===== src/rtl/sr_drive_pkg.sv =====
// Shared types and widths for the sr_latch push-button driver.
package sr_drive_pkg;

    localparam int unsigned DB_CNT_W    = 8;
    localparam int unsigned PULSE_CNT_W = 4;

    typedef enum logic [1:0] {
        IDLE  = 2'd0,
        SET_P = 2'd1,
        RST_P = 2'd2,
        GAP   = 2'd3
    } state_t;

endpackage


===== src/rtl/sr_debounce.sv =====
// Two-flop synchronizer, saturating-free debounce counter and rising-edge request
// for one raw push-button input.
module sr_debounce
    import sr_drive_pkg::*;
#(
    parameter int unsigned DB_CYCLES = 4
) (
    input  logic clk,
    input  logic rst,
    input  logic raw,
    output logic req_c
);

    logic                sync1;
    logic                sync2;
    logic                level;
    logic                level_d;
    logic [DB_CNT_W-1:0] cnt;

    // The level flips on the DB_CYCLES-th consecutive disagreeing sample.
    always_ff @(posedge clk or posedge rst) begin
        if (rst) begin
            sync1   <= 1'b0;
            sync2   <= 1'b0;
            level   <= 1'b0;
            level_d <= 1'b0;
            cnt     <= '0;
        end else begin
            sync1   <= raw;
            sync2   <= sync1;
            level_d <= level;
            if (sync2 != level) begin
                if (cnt == DB_CNT_W'(DB_CYCLES - 1)) begin
                    level <= ~level;
                    cnt   <= '0;
                end else begin
                    cnt <= cnt + DB_CNT_W'(1);
                end
            end else begin
                cnt <= '0;
            end
        end
    end

    assign req_c = level & ~level_d;

endmodule


===== src/rtl/sr_drive_ctrl.sv =====
// Debounced set/reset buttons to exclusive, fixed-width s/r pulses for sr_latch.
// Optional SR_DRIVE_MIRROR_EN adds q_mirror, the expected latch state.
module sr_drive_ctrl
    import sr_drive_pkg::*;
#(
    parameter int unsigned DB_CYCLES = 4,
    parameter int unsigned PULSE_W   = 2,
    parameter int unsigned GAP_W     = 1
) (
    input  logic clk,
    input  logic rst,
    input  logic set_raw,
    input  logic reset_raw,
    output logic s,
    output logic r,
    output logic busy,
    output logic conflict
`ifdef SR_DRIVE_MIRROR_EN
    ,
    output logic q_mirror
`endif
);

    logic                   set_req;
    logic                   rst_req;
    state_t                 state;
    state_t                 arb_state;
    logic                   arb_conflict;
    logic                   arb_en;
    logic [PULSE_CNT_W-1:0] cnt;
    logic                   pend_s;
    logic                   pend_r;

    sr_debounce #(.DB_CYCLES(DB_CYCLES)) u_db_set (
        .clk   (clk),
        .rst   (rst),
        .raw   (set_raw),
        .req_c (set_req)
    );

    sr_debounce #(.DB_CYCLES(DB_CYCLES)) u_db_rst (
        .clk   (clk),
        .rst   (rst),
        .raw   (reset_raw),
        .req_c (rst_req)
    );

    // Arbitration runs in IDLE and on the last gap cycle, so a queued pulse
    // follows after exactly GAP_W idle cycles.
    assign arb_en = (state == IDLE) ||
                    ((state == GAP) && (cnt == PULSE_CNT_W'(GAP_W - 1)));

    always_comb begin
        arb_state    = IDLE;
        arb_conflict = 1'b0;
        if (set_req && rst_req) begin
            arb_conflict = 1'b1;
        end else if (set_req) begin
            arb_state = SET_P;
        end else if (rst_req) begin
            arb_state = RST_P;
        end else if (pend_r) begin
            arb_state = RST_P;
        end else if (pend_s) begin
            arb_state = SET_P;
        end
    end

    always_ff @(posedge clk or posedge rst) begin
        if (rst) begin
            state    <= IDLE;
            cnt      <= '0;
            s        <= 1'b0;
            r        <= 1'b0;
            busy     <= 1'b0;
            conflict <= 1'b0;
            pend_s   <= 1'b0;
            pend_r   <= 1'b0;
`ifdef SR_DRIVE_MIRROR_EN
            q_mirror <= 1'b0;
`endif
        end else begin
            conflict <= 1'b0;
            if (arb_en) begin
                state    <= arb_state;
                cnt      <= '0;
                conflict <= arb_conflict;
                s        <= (arb_state == SET_P);
                r        <= (arb_state == RST_P);
                busy     <= (arb_state != IDLE);
                if (arb_state == SET_P) begin
                    pend_s <= 1'b0;
                end
                if (arb_state == RST_P) begin
                    pend_r <= 1'b0;
                end
`ifdef SR_DRIVE_MIRROR_EN
                if (arb_state == SET_P) begin
                    q_mirror <= 1'b1;
                end else if (arb_state == RST_P) begin
                    q_mirror <= 1'b0;
                end
`endif
            end else begin
                // While busy, requests are remembered but never counted.
                if (set_req && rst_req) begin
                    conflict <= 1'b1;
                end else begin
                    if (set_req) begin
                        pend_s <= 1'b1;
                    end
                    if (rst_req) begin
                        pend_r <= 1'b1;
                    end
                end
                case (state)
                    SET_P, RST_P: begin
                        if (cnt == PULSE_CNT_W'(PULSE_W - 1)) begin
                            state <= GAP;
                            cnt   <= '0;
                            s     <= 1'b0;
                            r     <= 1'b0;
                        end else begin
                            cnt <= cnt + PULSE_CNT_W'(1);
                        end
                    end
                    default: begin
                        cnt <= cnt + PULSE_CNT_W'(1);
                    end
                endcase
            end
        end
    end

endmodule


===== config.mk =====
export PLATFORM = sky130hd
export DESIGN_NAME = sr_drive_ctrl
export DESIGN_NICKNAME = d
export VERILOG_FILES = /design/src/rtl/sr_drive_pkg.sv /design/src/rtl/sr_debounce.sv /design/src/rtl/sr_drive_ctrl.sv
export SDC_FILE = /design/constraint.sdc
export NUM_CORES = 1
export LEC_CHECK = 0
export ABC_CLOCK_PERIOD_IN_PS = 2300
export CAP_MARGIN = 20
export CORE_ASPECT_RATIO = 1.4
export CORE_MARGIN = 2
export CORE_UTILIZATION = 55
export DETAILED_ROUTE_END_ITERATION = 6
export GPL_TIMING_DRIVEN = 0
export PLACE_DENSITY = 0.79
export SYNTH_ARGS = -nofsm -noshare
export SYNTH_HDL_FRONTEND = slang
export SYNTH_SLANG_ARGS = --single-unit

===== constraint.sdc =====
create_clock -name clk -period 2.3 [get_ports clk]
set_clock_uncertainty 0.15 [all_clocks]
set_input_delay 0.46 -clock clk [delete_from_list [all_inputs] [get_ports clk]]
set_output_delay 0.46 -clock clk [all_outputs]
set_load 0.005 [all_outputs]

==> results.cfg <==
[floorplanning]
start_util = 0.568
die-area_um2 = 3370
io_pins = 8
rows = 23
die_x_um = 49.6
design.core.area_um2 = 2820
fp.dieH_um = 67.9

[pwr]
power_density_nw_per_um2 = 1140
irDropWorstVdd_uv = 710
leakagePower_nw = 0.798
total_power_mw = 2.10

[route]
initialDrtViolationCount = 12
wl_per_cell_um = 12.8
wl_met3_um = 71
firstDrtPassIters = 3
viasPerCell = 5.49
ant_nets = 0
drc = 0
num_vias = 1071
wl_met1_um = 979
routed_wl_mm = 2.49
wl_met2_mm = 1.36
top_layer_used = met4

[clock_network]
cts_tree = done
cts_setup_buffers = 0
htree_levels = 2
path_clk_slew_ns = 0.07
hold_buffers = 0
root_buffer = clkbuf_8
clock_latency_ns = 0.28
cts_buffer_depth = 2
cts_resized = 0
cts_buffers = 5
clock_sinks = 36

[global_route]
overflow = 0
grt_first_pass_wirelength_mm = 4.71
grt_max_degree = 26
gr-usage-all-layers = 0.188
grt_pass1_vias = 1124
antenna_found_initial = 0

[worst_setup_path]
critical_path_class = register to register
cp_max_fo = 8
end_kind = register
arrival_ns = 1.96
crit_required_ns = 2.34
worst_setup_path_start_kind = register

[synth]
syn_avg_cell_area_um2 = 11.2
ys_seq_area_frac = 0.562
yosysUniqueCellTypes = 29
synth-seq-cells = 36
syn-num-nets = 154
syn_area_um2 = 1600
synth_warnings = 0
synth_cells = 143

[timing]
slew-limit-headroom = 0.653
slew_viol_final = 0
setup_tns_ns = 0
final-hold-violation-count = 0
setup_violations = 0
finalCriticalPeriod_ns = 1.92
holdWs_ns = 0.199
tightestPinTransition_ns = 0.520
fmax_mhz = 521
post-route-period-util = 0.835
rsz0062_at_grt = no

[cells_and_area]
diodes = 0
final_nets = 169
final_util = 0.654
layout-drive-gt1-share = 0.120
area_growth_pct = 15.0

[placement]
gp_congestion = 0.836
port_buffers = 7
dp_hpwl_mm = 1.89

[outcome]
outcome = completed

[flow_run]
drv_cap = 0

[min_path]
holdCritPathClass = register to register
## cell usage after synthesis (all sizes together)
| library cell | n | area [um^2] |
|---|---|---|
| inv | 8 | 30.0 |
| o221ai | 1 | 8.76 |
| and4bb | 2 | 25.0 |
| or3b | 1 | 8.76 |
| ha | 7 | 87.6 |
| or2 | 1 | 6.26 |
| dfrtp | 36 | 901 |
| or3 | 6 | 37.5 |
| xnor2 | 4 | 35.0 |
| xor2 | 6 | 52.6 |
| nand3 | 8 | 40.0 |
| or4b | 2 | 23.8 |
| clkbuf | 1 | 3.75 |
| nor3b | 1 | 7.51 |
| nand2 | 4 | 15.0 |
| nor2 | 15 | 56.3 |
| nor2b | 3 | 18.8 |
| o41ai | 1 | 27.5 |
| o31ai | 2 | 15.0 |
| a21oi | 12 | 60.1 |
| nand2b | 2 | 12.5 |
| nor4 | 4 | 31.3 |
| a31o | 1 | 8.76 |
| nor3 | 2 | 10.0 |
| nand4 | 2 | 12.5 |
| o21ai | 9 | 45.0 |
| mux2 | 2 | 22.5 |
## cells by family (layout without fill, tap and decap cells)
logic type	Yosys count	count (layout)	share of synthesized area
XOR/XNOR	10	10	0.0546
buffers and inverters	9	24	0.0211
AO/OA/AOI/OAI	26	26	0.103
adder cells (fa/ha/maj)	7	7	0.0546
flip-flops	36	36	0.562
multiplexers	2	2	0.0141
AND/OR/NAND/NOR	53	53	0.190
## report_power, final
| group | leakage [nW] | switching, mW | internal (mW) | total [mW] |
|---|---|---|---|---|
| clock network | 0.0503 | 0.199 | 0.266 | 0.465 |
| logic | 0.282 | 0.351 | 0.336 | 0.687 |
| registers | 0.465 | 0.142 | 0.805 | 0.947 |
| total | 0.798 | 0.692 | 1.41 | 2.10 |
## layer usage
layer / track usage / vias to the layer above
met5: 0 / -
met4: 0.135 / 0
met3: 0.0393 / 7
met2: 0.328 / 18
met1: 0.204 / 508
li1: - / 538
## flip-flops by register name, indices dropped and copies added (netlist names), 2 cells and up
name	count
cnt	4
u_db_rst.cnt	8
state	2
u_db_set.cnt	8
## path summary, 6_finish.rpt
check                                from         endpoint  slack, ns  cells past startpoint
hold / removal             u_db_rst.sync1   u_db_rst.sync2       0.20                      0
hold reg to reg            u_db_rst.sync1   u_db_rst.sync2       0.20                      0
min in group asynchronous             rst  u_db_rst.cnt[1]       0.36                      2
setup reg to reg                   cnt[0]                r       0.38                      6
max in group asynchronous             rst  u_db_set.cnt[6]       1.15                      3
setup / recovery                   cnt[0]                r       0.38                      6
## placed cells by master, fill, tap and decap left out
cell / Yosys / layout
a21oi_1: 12 / 12
a31o_2: 1 / 1
and4bb_2: 2 / 2
buf_16: 0 / 1
clkbuf_1: 1 / 1
clkbuf_8: 0 / 7
clkdlybuf4s50_1: 0 / 7
dfrtp_1: 36 / 36
ha_1: 7 / 7
inv_1: 8 / 8
mux2_2: 2 / 2
nand2_1: 4 / 4
nand2b_1: 2 / 2
nand3_1: 8 / 8
nand4_1: 2 / 2
nor2_1: 15 / 15
nor2b_1: 3 / 3
nor3_1: 2 / 2
nor3b_1: 1 / 1
nor4_1: 3 / 3
nor4_2: 1 / 1
o21ai_0: 9 / 9
o221ai_1: 1 / 1
o31ai_1: 2 / 2
o41ai_4: 1 / 1
or2_2: 1 / 1
or3_1: 6 / 6
or3b_2: 1 / 1
or4b_2: 1 / 1
or4b_4: 1 / 1
xnor2_1: 4 / 4
xor2_1: 6 / 6
## layout make-up
class | instances | area [um^2]
fillers | 236 | 977
flip-flops and latches | 36 | 901
multi-input cells | 98 | 668
repair buffers | 8 | 97.6
clock buffers | 7 | 96.3
well taps | 37 | 46.3
inverters | 8 | 30.0
plain buffers | 1 | 3.75
## critical path, cell delays in order, from the launching register on
cell and delay (ns):
dfrtp_1 0.41, inv_1 0.06, ha_1 0.19, and4bb_2 0.26, or2_2 0.29, clkbuf_1 0.21
o31ai_1 0.26
## through the flow
step	setup slack, ns	instances	instance area [um^2]
after floorplan	0.487	143	1600
after global placement	0.171	187	1720
after detailed placement	0.383	188	1750
after CTS	0.376	195	1840
after global routing	0.250	195	1840
final	0.379	195	1840
(Power assumes the default switching activity.)
